## src/rtl/icw_init_sequencer_if.sv

```systemverilog
// Write-strobe and data-bus bundle from the bus control logic to the ICW init sequencer.
// The master drives strobes and data; the slave (sequencer) only samples them.
interface icw_init_sequencer_if;
    logic [7:0] internal_data_bus;
    logic       write_initial_command_word_1;
    logic       write_initial_command_word_2_4;

    modport master (
        output internal_data_bus,
        output write_initial_command_word_1,
        output write_initial_command_word_2_4
    );

    modport slave (
        input internal_data_bus,
        input write_initial_command_word_1,
        input write_initial_command_word_2_4
    );
endinterface

```

## src/rtl/icw_init_sequencer.sv

```systemverilog
// 8259A ICW1-ICW4 sequencer: all outputs registered, one cycle after the accepting strobe; no backpressure.
// MCS80_MODE_EN builds the MCS-80 vector registers (ICW1 D7-D5, ADI, ICW2 byte); otherwise those outputs are 0.
module icw_init_sequencer #(
    parameter logic [4:0] VECTOR_RESET  = 5'b00000,
    parameter logic [7:0] CASCADE_RESET = 8'h00
) (
    input  logic                        clock,
    input  logic                        reset,
    icw_init_sequencer_if.slave         bus,
    output logic                        init_pulse,
    output logic                        initialization_done,
    output logic                        level_or_edge_triggered_config,
    output logic                        single_or_cascade_config,
    output logic                        call_address_interval_4_or_8,
    output logic [2:0]                  mcs80_vector_address_low,
    output logic [7:0]                  mcs80_vector_address_high,
    output logic [4:0]                  interrupt_vector_address,
    output logic [7:0]                  cascade_device_config,
    output logic                        u8086_or_mcs80_config,
    output logic                        auto_eoi_config,
    output logic                        buffered_master_or_slave_config,
    output logic                        buffered_mode_config,
    output logic                        special_fully_nested_config
);
    typedef enum logic [1:0] {READY, WAIT_ICW2, WAIT_ICW3, WAIT_ICW4} state_t;

    state_t      state_q, state_d;
    logic        pulse_q, pulse_d, done_q, done_d;
    logic        ltim_q, ltim_d, sngl_q, sngl_d, ic4_q, ic4_d;
    logic [4:0]  vector_q, vector_d;
    logic [7:0]  cascade_q, cascade_d;
    logic [4:0]  icw4_q, icw4_d;
    logic        icw1_stb, icw24_stb;
    logic [7:0]  dat;

    // ICW1 wins a same-cycle collision, so the ICW2_4 strobe is masked by it.
    assign icw1_stb  = bus.write_initial_command_word_1;
    assign icw24_stb = bus.write_initial_command_word_2_4 & ~bus.write_initial_command_word_1;
    assign dat       = bus.internal_data_bus;

    always_ff @(posedge clock) begin
        if (reset) begin
            state_q <= READY;
        end else begin
            state_q <= state_d;
        end
    end

    always_comb begin
        state_d = state_q;
        if (icw1_stb) begin
            state_d = WAIT_ICW2;
        end else if (icw24_stb) begin
            case (state_q)
                WAIT_ICW2: state_d = !sngl_q ? WAIT_ICW3 : (ic4_q ? WAIT_ICW4 : READY);
                WAIT_ICW3: state_d = ic4_q ? WAIT_ICW4 : READY;
                WAIT_ICW4: state_d = READY;
                default:   state_d = state_q;
            endcase
        end
    end

    always_comb begin
        pulse_d   = icw1_stb;
        done_d    = (state_d == READY);
        ltim_d    = ltim_q;
        sngl_d    = sngl_q;
        ic4_d     = ic4_q;
        vector_d  = vector_q;
        cascade_d = cascade_q;
        icw4_d    = icw4_q;
        if (icw1_stb) begin
            ltim_d = dat[3];
            sngl_d = dat[1];
            ic4_d  = dat[0];
            icw4_d = 5'b00000;
        end else if (icw24_stb) begin
            case (state_q)
                WAIT_ICW2: vector_d  = dat[7:3];
                WAIT_ICW3: cascade_d = dat;
                WAIT_ICW4: icw4_d    = dat[4:0];
                default:   ;
            endcase
        end
    end

    always_ff @(posedge clock) begin
        if (reset) begin
            pulse_q   <= 1'b0;
            done_q    <= 1'b1;
            ltim_q    <= 1'b0;
            sngl_q    <= 1'b0;
            ic4_q     <= 1'b0;
            vector_q  <= VECTOR_RESET;
            cascade_q <= CASCADE_RESET;
            icw4_q    <= 5'b00000;
        end else begin
            pulse_q   <= pulse_d;
            done_q    <= done_d;
            ltim_q    <= ltim_d;
            sngl_q    <= sngl_d;
            ic4_q     <= ic4_d;
            vector_q  <= vector_d;
            cascade_q <= cascade_d;
            icw4_q    <= icw4_d;
        end
    end

`ifdef MCS80_MODE_EN
    logic       adi_q, adi_d;
    logic [2:0] mcs_low_q, mcs_low_d;
    logic [7:0] mcs_high_q, mcs_high_d;

    always_comb begin
        adi_d      = adi_q;
        mcs_low_d  = mcs_low_q;
        mcs_high_d = mcs_high_q;
        if (icw1_stb) begin
            adi_d     = dat[2];
            mcs_low_d = dat[7:5];
        end else if (icw24_stb && state_q == WAIT_ICW2) begin
            mcs_high_d = dat;
        end
    end

    always_ff @(posedge clock) begin
        if (reset) begin
            adi_q      <= 1'b0;
            mcs_low_q  <= 3'b000;
            mcs_high_q <= 8'h00;
        end else begin
            adi_q      <= adi_d;
            mcs_low_q  <= mcs_low_d;
            mcs_high_q <= mcs_high_d;
        end
    end

    assign call_address_interval_4_or_8 = adi_q;
    assign mcs80_vector_address_low     = mcs_low_q;
    assign mcs80_vector_address_high    = mcs_high_q;
`else
    assign call_address_interval_4_or_8 = 1'b0;
    assign mcs80_vector_address_low     = 3'b000;
    assign mcs80_vector_address_high    = 8'h00;
`endif

    assign init_pulse                      = pulse_q;
    assign initialization_done             = done_q;
    assign level_or_edge_triggered_config  = ltim_q;
    assign single_or_cascade_config        = sngl_q;
    assign interrupt_vector_address        = vector_q;
    assign cascade_device_config           = cascade_q;
    assign u8086_or_mcs80_config           = icw4_q[0];
    assign auto_eoi_config                 = icw4_q[1];
    assign buffered_master_or_slave_config = icw4_q[2];
    assign buffered_mode_config            = icw4_q[3];
    assign special_fully_nested_config     = icw4_q[4];
endmodule
```

## src/flat_wrapper.sv

```systemverilog
// flat-port wrapper written by rule: the top's interface ports become plain ports
module icw_init_sequencer_flat 
#(
    parameter logic [4:0] VECTOR_RESET  = 5'b00000,
    parameter logic [7:0] CASCADE_RESET = 8'h00
)
  (clock, reset, init_pulse, initialization_done, level_or_edge_triggered_config, single_or_cascade_config, call_address_interval_4_or_8, mcs80_vector_address_low, mcs80_vector_address_high, interrupt_vector_address, cascade_device_config, u8086_or_mcs80_config, auto_eoi_config, buffered_master_or_slave_config, buffered_mode_config, special_fully_nested_config, bus_internal_data_bus, bus_write_initial_command_word_1, bus_write_initial_command_word_2_4);
  icw_init_sequencer_if bus_i ();
  input  logic clock;
  input  logic reset;
  output logic init_pulse;
  output logic initialization_done;
  output logic level_or_edge_triggered_config;
  output logic single_or_cascade_config;
  output logic call_address_interval_4_or_8;
  output logic [2:0] mcs80_vector_address_low;
  output logic [7:0] mcs80_vector_address_high;
  output logic [4:0] interrupt_vector_address;
  output logic [7:0] cascade_device_config;
  output logic u8086_or_mcs80_config;
  output logic auto_eoi_config;
  output logic buffered_master_or_slave_config;
  output logic buffered_mode_config;
  output logic special_fully_nested_config;
  input wire logic [$bits(bus_i.internal_data_bus)-1:0] bus_internal_data_bus;
  input wire logic [$bits(bus_i.write_initial_command_word_1)-1:0] bus_write_initial_command_word_1;
  input wire logic [$bits(bus_i.write_initial_command_word_2_4)-1:0] bus_write_initial_command_word_2_4;
  assign bus_i.internal_data_bus = bus_internal_data_bus;
  assign bus_i.write_initial_command_word_1 = bus_write_initial_command_word_1;
  assign bus_i.write_initial_command_word_2_4 = bus_write_initial_command_word_2_4;
  icw_init_sequencer #(.VECTOR_RESET(VECTOR_RESET), .CASCADE_RESET(CASCADE_RESET)) u_core (.clock(clock), .reset(reset), .bus(bus_i), .init_pulse(init_pulse), .initialization_done(initialization_done), .level_or_edge_triggered_config(level_or_edge_triggered_config), .single_or_cascade_config(single_or_cascade_config), .call_address_interval_4_or_8(call_address_interval_4_or_8), .mcs80_vector_address_low(mcs80_vector_address_low), .mcs80_vector_address_high(mcs80_vector_address_high), .interrupt_vector_address(interrupt_vector_address), .cascade_device_config(cascade_device_config), .u8086_or_mcs80_config(u8086_or_mcs80_config), .auto_eoi_config(auto_eoi_config), .buffered_master_or_slave_config(buffered_master_or_slave_config), .buffered_mode_config(buffered_mode_config), .special_fully_nested_config(special_fully_nested_config));
endmodule
```

## config.mk

```make
export PLATFORM = sky130hd
export DESIGN_NAME = icw_init_sequencer_flat
export DESIGN_NICKNAME = d
export VERILOG_FILES = /design/src/rtl/icw_init_sequencer_if.sv /design/src/rtl/icw_init_sequencer.sv /design/src/flat_wrapper.sv
export SDC_FILE = /design/constraint.sdc
export NUM_CORES = 1
export LEC_CHECK = 0
export ABC_AREA = 1
export CORE_AREA = 2 2 54 56
export DETAILED_ROUTE_END_ITERATION = 10
export DIE_AREA = 0 0 56 58
export PLACE_DENSITY_LB_ADDON = 0.2
export SLEW_MARGIN = 20
export SYNTH_ARGS = -nofsm -noshare
export SYNTH_HDL_FRONTEND = slang
export SYNTH_SLANG_ARGS = --single-unit
```

## constraint.sdc

```tcl
create_clock -name clock -period 1.2 [get_ports clock]
set_clock_uncertainty 0.1 [all_clocks]
set_input_delay 0.18 -clock clock [delete_from_list [all_inputs] [get_ports clock]]
set_output_delay 0.18 -clock clock [all_outputs]
set_load 0.01 [all_outputs]
```

; ---- After elaboration in Yosys (flattened, before gate mapping)
; Index checks and enable logic that the tools add are counted.
[classes]
n_addsub = 0
multipliers = 0
n_div = 0
magnitude_cmp = 0
eq_ne = 3
n_shift = 0
n_mux = 5
bitwise_logic = 2
reduce_logical = 5
[ops]
columns = operator, count
row1 = two-way mux 2 bit, 4
row2 = case mux 2 bit (3 select lines), 1
row3 = AND reduction 3 bit, 2
row4 = equality test 2 bit (second input constant), 2
row5 = equality test 2 x 1 -> 1 bit (second input constant), 1
row6 = zero test 2 bit, 1
row7 = AND reduction 2 bit, 1
row8 = OR reduction 2 bit, 1
row9 = bitwise AND 1 bit, 1
row10 = inverter 1 bit, 1
[totals]
register_bits = 25
latchBits = 0
mem_bits_rw = 0
mem_bits_ro = 0
inputBits = 12
output_inout_bits = 34
elab_cells = 24
memories = 0

; ---- Logic depth before layout (Yosys ltp)
[logic_depth]
ltp_word = 6
ltp_mapped = 7
mapped_depth_nobuf = 7

; ---- Worst setup path before layout
; No wires, ideal clock.
[synth_path]
path_type = reg2reg
startpoint = register u_core.state_q[1]
endpoint = register u_core.done_q, in the netlist u_core.initialization_done
setup_ps = 123
arrival_ps = 847
required_ps = 977
setup_slack_ps = 130
path_stages_with_launch = 6
n_path_buf = 0
period_less_slack_ps = 1070
cell_sequence = dfxtp_1 -> nand3_1 -> nand2_1 -> nor2_1 -> nor2_1 -> a21oi_2
[synth_via]
elab_chain_cells = 5
word_cells_on_any_way = 7
cone_classes = eq/ne: 3 / mux: 3 / reduce/logical: 1
[synth_rtl]
columns = item, line
row1 = from (decl), icw_init_sequencer.sv:27  ; state_t state_q, state_d;
row2 = from (signal assigned), icw_init_sequencer.sv:45  ; state_q <= state_d;
row3 = equality test 2 bit / equality test 2 x 1 -> 1 bit (equally long branches), icw_init_sequencer.sv:54  ; case (state_q)
row4 = case mux 2 bit (3 select lines), icw_init_sequencer.sv:54
row5 = two-way mux 2 bit *, icw_init_sequencer.sv:53  ; end else if (icw24_stb) begin
row6 = two-way mux 2 bit *, icw_init_sequencer.sv:51  ; if (icw1_stb) begin
row7 = zero test 2 bit *, icw_init_sequencer.sv:65  ; done_d = (state_d == READY);
row8 = to (signal assigned), icw_init_sequencer.sv:99  ; done_q <= done_d;
row9 = to (decl), icw_init_sequencer.sv:28  ; logic pulse_q, pulse_d, done_q, done_d;
; Every way passes the cells marked *; elsewhere a longest branch is shown, timed or not.
; A chain may end at the register's enable or synchronous reset.

; ---- Worst setup path after layout
[layout_path]
startpoint = register u_core.icw4_q[1]
endpoint = output port auto_eoi_config
[layout_rtl]
columns = item, line
row1 = from (decl), icw_init_sequencer.sv:32  ; logic [4:0] icw4_q, icw4_d;
row2 = from (signal assigned), icw_init_sequencer.sv:105  ; icw4_q <= icw4_d;
row3 = to (decl), flat_wrapper.sv:21  ; output logic auto_eoi_config;
; No word-level cell between the ends.

==> results_dict.tcl <==
set metrics [dict create \
    track_usage 0.136 \
    vias_per_cell 4.51 \
    grt_pass1_vias 829 \
    row_count 19 \
    max_clock_freq_mhz 864 \
    setup_viol 0 \
    grt_antenna_before_repair 0 \
    status "finished, final reports clean" \
    grt_overflow 0 \
    wl_met3_um 116 \
    postSynthAreaPerCell_um2 7.87 \
    drt_iter0_drc 12 \
    path_cells "clkdlybuf4s15_2" \
    p_per_area_mw_per_mm2 1040 \
    clkPwrFrac 0.259 \
    whs_ps 215 \
    critical_path_arrival_ps 880 \
    numCtsBuffers 3 \
    worst_ep_required_time_ps 920 \
    cts_tree "built" \
    ios 46 \
    ys_ff_latch 25 \
    worstSetupStartpointType "flip-flop" \
    wl_mm 2.17 \
    diodes 0 \
    p_switching_mw 0.373 \
    place_hpwl_mm 1.73 \
    drt.antenna.violating_nets 0 \
    cts.sinks 25 \
    p_seq_frac 0.606 \
    nNetsFinal 185 \
    cp_top_family "flip-flops" \
    critPathLaunch "u_core.icw4_q[1]" \
    grt_pass1_wl_mm 3.51 \
    clock_path_buffers 2 \
    r2r_slack_ps 110 \
    drt-met1-wl_um 923 \
    wl_per_cell_um 10.7 \
    worstSetupEndpointType "output pin" \
    post-route-period-util 0.965 \
    r2r-start "u_core.state_q[0]" \
    path_max_fanout 2 \
    layout-area-overhead-vs-synth_pct 33.0 \
    drive_above_1_share 0.378 \
    cap_violations 0 \
    ir_drop_uv 666 \
    finalHoldViolations 0 \
    port_buffers 33 \
    finalMaxSlewViolations 0 \
    route.detailed.drc 0 \
    die_h_um 58 \
    grt_max_degree 16 \
    p_leak_nw 0.633 \
    switching_share 0.259 \
    worstReg2RegEnd "u_core.initialization_done" \
    synth_warnings 0 \
    pwr-share-comb 0.134 \
    syn_area_mm2 0.00104 \
    cts_hold_buffers 0 \
    layout_setup_ws_ps 42.4 \
    htree_levels 1 \
    coreArea_mm2 0.00266 \
    die_area_mm2 0.00325 \
    clk_pin_slew_ps 130 \
    cp.depth 1 \
    criticalPathCategory "flip-flop to output pin" \
    seq_area_frac_synth 0.482 \
    place.gp.congestion 0.806 \
    synth_cells 132 \
    preCtsSetupSlack_ps -397 \
    vias 915 \
    root_buffer "clkbuf_4" \
    start_util 0.390 \
    wl_met2_mm 1.11 \
    p_int_mw 1.07 \
    top_layer_used "met4" \
    critPathMaxStageDelay_ps 350 \
    endpoint "auto_eoi_config" \
    drt_first_pass_iters 4 \
    fin_crit_ps 1160 \
    clk_latency_ps 310 \
    reg2reg_depth 6 \
    cp_slowest_cell "dfxtp_2" \
    dieWidth_um 56 \
    path_buf_inv 1 \
    hold_path_class "input port to flip-flop" \
    yosys.cell_types.count 18 \
]
cell type report:
type	count	area (um2)
Sequential cell	25	532
Clock buffer	3	22.5
Inverter	11	43.8
Tap cell	31	38.8
Multi-Input combinational cell	94	448
Clock inverter	1	7.51
Fill cell	282	1280
Timing Repair Buffer	38	289
state kept, by name (all words and copies together) (netlist names):
signal,count
u_core.single_or_cascade_config,1
u_core.interrupt_vector_address,5
u_core.initialization_done,1
u_core.state_q,2
u_core.ic4_q,1
u_core.cascade_device_config,8
u_core.level_or_edge_triggered_config,1
u_core.icw4_q,5
u_core.init_pulse,1
cell families after synthesis:
family / count (synthesis) / share of synthesized area
AOI/OAI and AO/OA: 24 / 0.127
buffers and inverters: 24 / 0.131
DFF: 25 / 0.482
other: 1 / 0.00361
and+or+nand+nor: 58 / 0.257
per-layer routing:
| metal | vias to the layer above | GRT usage |
|---|---|---|
| li1 | 474 | - |
| met1 | 415 | 0.164 |
| met2 | 24 | 0.239 |
| met3 | 2 | 0.0223 |
| met4 | 0 | 0.0612 |
| met5 | - | 0 |
layout by cell type, fill, tap and decap left out:
cell	netlist	routed
nor2_1	42	40
o21ai_0	19	19
dfxtp_2	0	19
conb_1	1	12
clkbuf_2	0	11
nand2_1	9	9
clkdlybuf4s50_1	0	9
inv_1	7	6
buf_2	0	6
buf_4	12	5
inv_2	3	4
clkdlybuf4s15_2	0	4
dfxtp_1	25	4
nor2_2	1	3
clkbuf_4	0	3
nor2_4	2	2
nand3_4	2	2
a22o_1	2	2
a21oi_1	2	2
dfxtp_4	0	2
nand2_2	1	1
nand3_1	1	1
a21oi_2	1	1
inv_4	0	1
clkinvlp_4	0	1
dlymetal6s2s_1	0	1
dlygate4sd2_1	0	1
clkdlybuf4s15_1	0	1
worst min-delay path by stage:
stage                                  startpoint                 to  slack (ps)  cells past startpoint
4_1_cts        bus_write_initial_command_word_2_4  u_core.state_q[0]         220                      3
6_report       bus_write_initial_command_word_2_4  u_core.state_q[0]         220                      3
5_1_grt        bus_write_initial_command_word_2_4  u_core.state_q[0]         210                      3
3_3_place_gp                     u_core.icw4_q[3]   u_core.icw4_q[3]         370                      2
2_1_floorplan                               reset  u_core.state_q[0]         150                      1
3_5_place_dp                     u_core.icw4_q[0]   u_core.icw4_q[0]         370                      2
synth_stat cells, drive strengths merged:
library cell | instances | area (um2)
conb | 1 | 3.75
o21ai | 19 | 95.1
clkinv | 1 | 5.00
dfxtp | 25 | 500
nor2 | 45 | 186
a22o | 2 | 17.5
a21oi | 3 | 18.8
nand2 | 10 | 40.0
inv | 10 | 37.5
buf | 13 | 93.8
nand3 | 3 | 40.0
power groups by stage:
| stage | Combinational, mW | Sequential, mW | Clock [mW] |
|---|---|---|---|
| 2_1_floorplan | 0.116 | 0.903 | 0 |
| 3_3_place_gp | 0.209 | 0.892 | 0 |
| 5_1_grt | 0.216 | 0.879 | 0.429 |
| 6_report | 0.194 | 0.875 | 0.374 |
| 3_5_place_dp | 0.211 | 0.893 | 0 |
| 4_1_cts | 0.203 | 0.876 | 0.401 |
metrics by stage:
step / instance area [um2] / utilization / std cells / TNS (ps) / power, mW
final: 1380 / 0.519 / 203 / 0 / 1.44
after global routing: 1380 / 0.519 / 203 / -12.9 / 1.52
after CTS: 1440 / 0.542 / 203 / 0 / 1.48
after global placement: 1390 / 0.520 / 198 / -7040 / 1.10
after floorplan: 1080 / - / 143 / 0 / 1.02
after detailed placement: 1390 / 0.520 / 198 / -7760 / 1.10
repair_timing:
action / CTS / global route
pin swaps: 2 / 2
setup buffers: 1 / 0
gates resized for setup: 64 / 36
endpoints found under the setup margin: 32 / 40
Power figures use the tool's default switching activity.
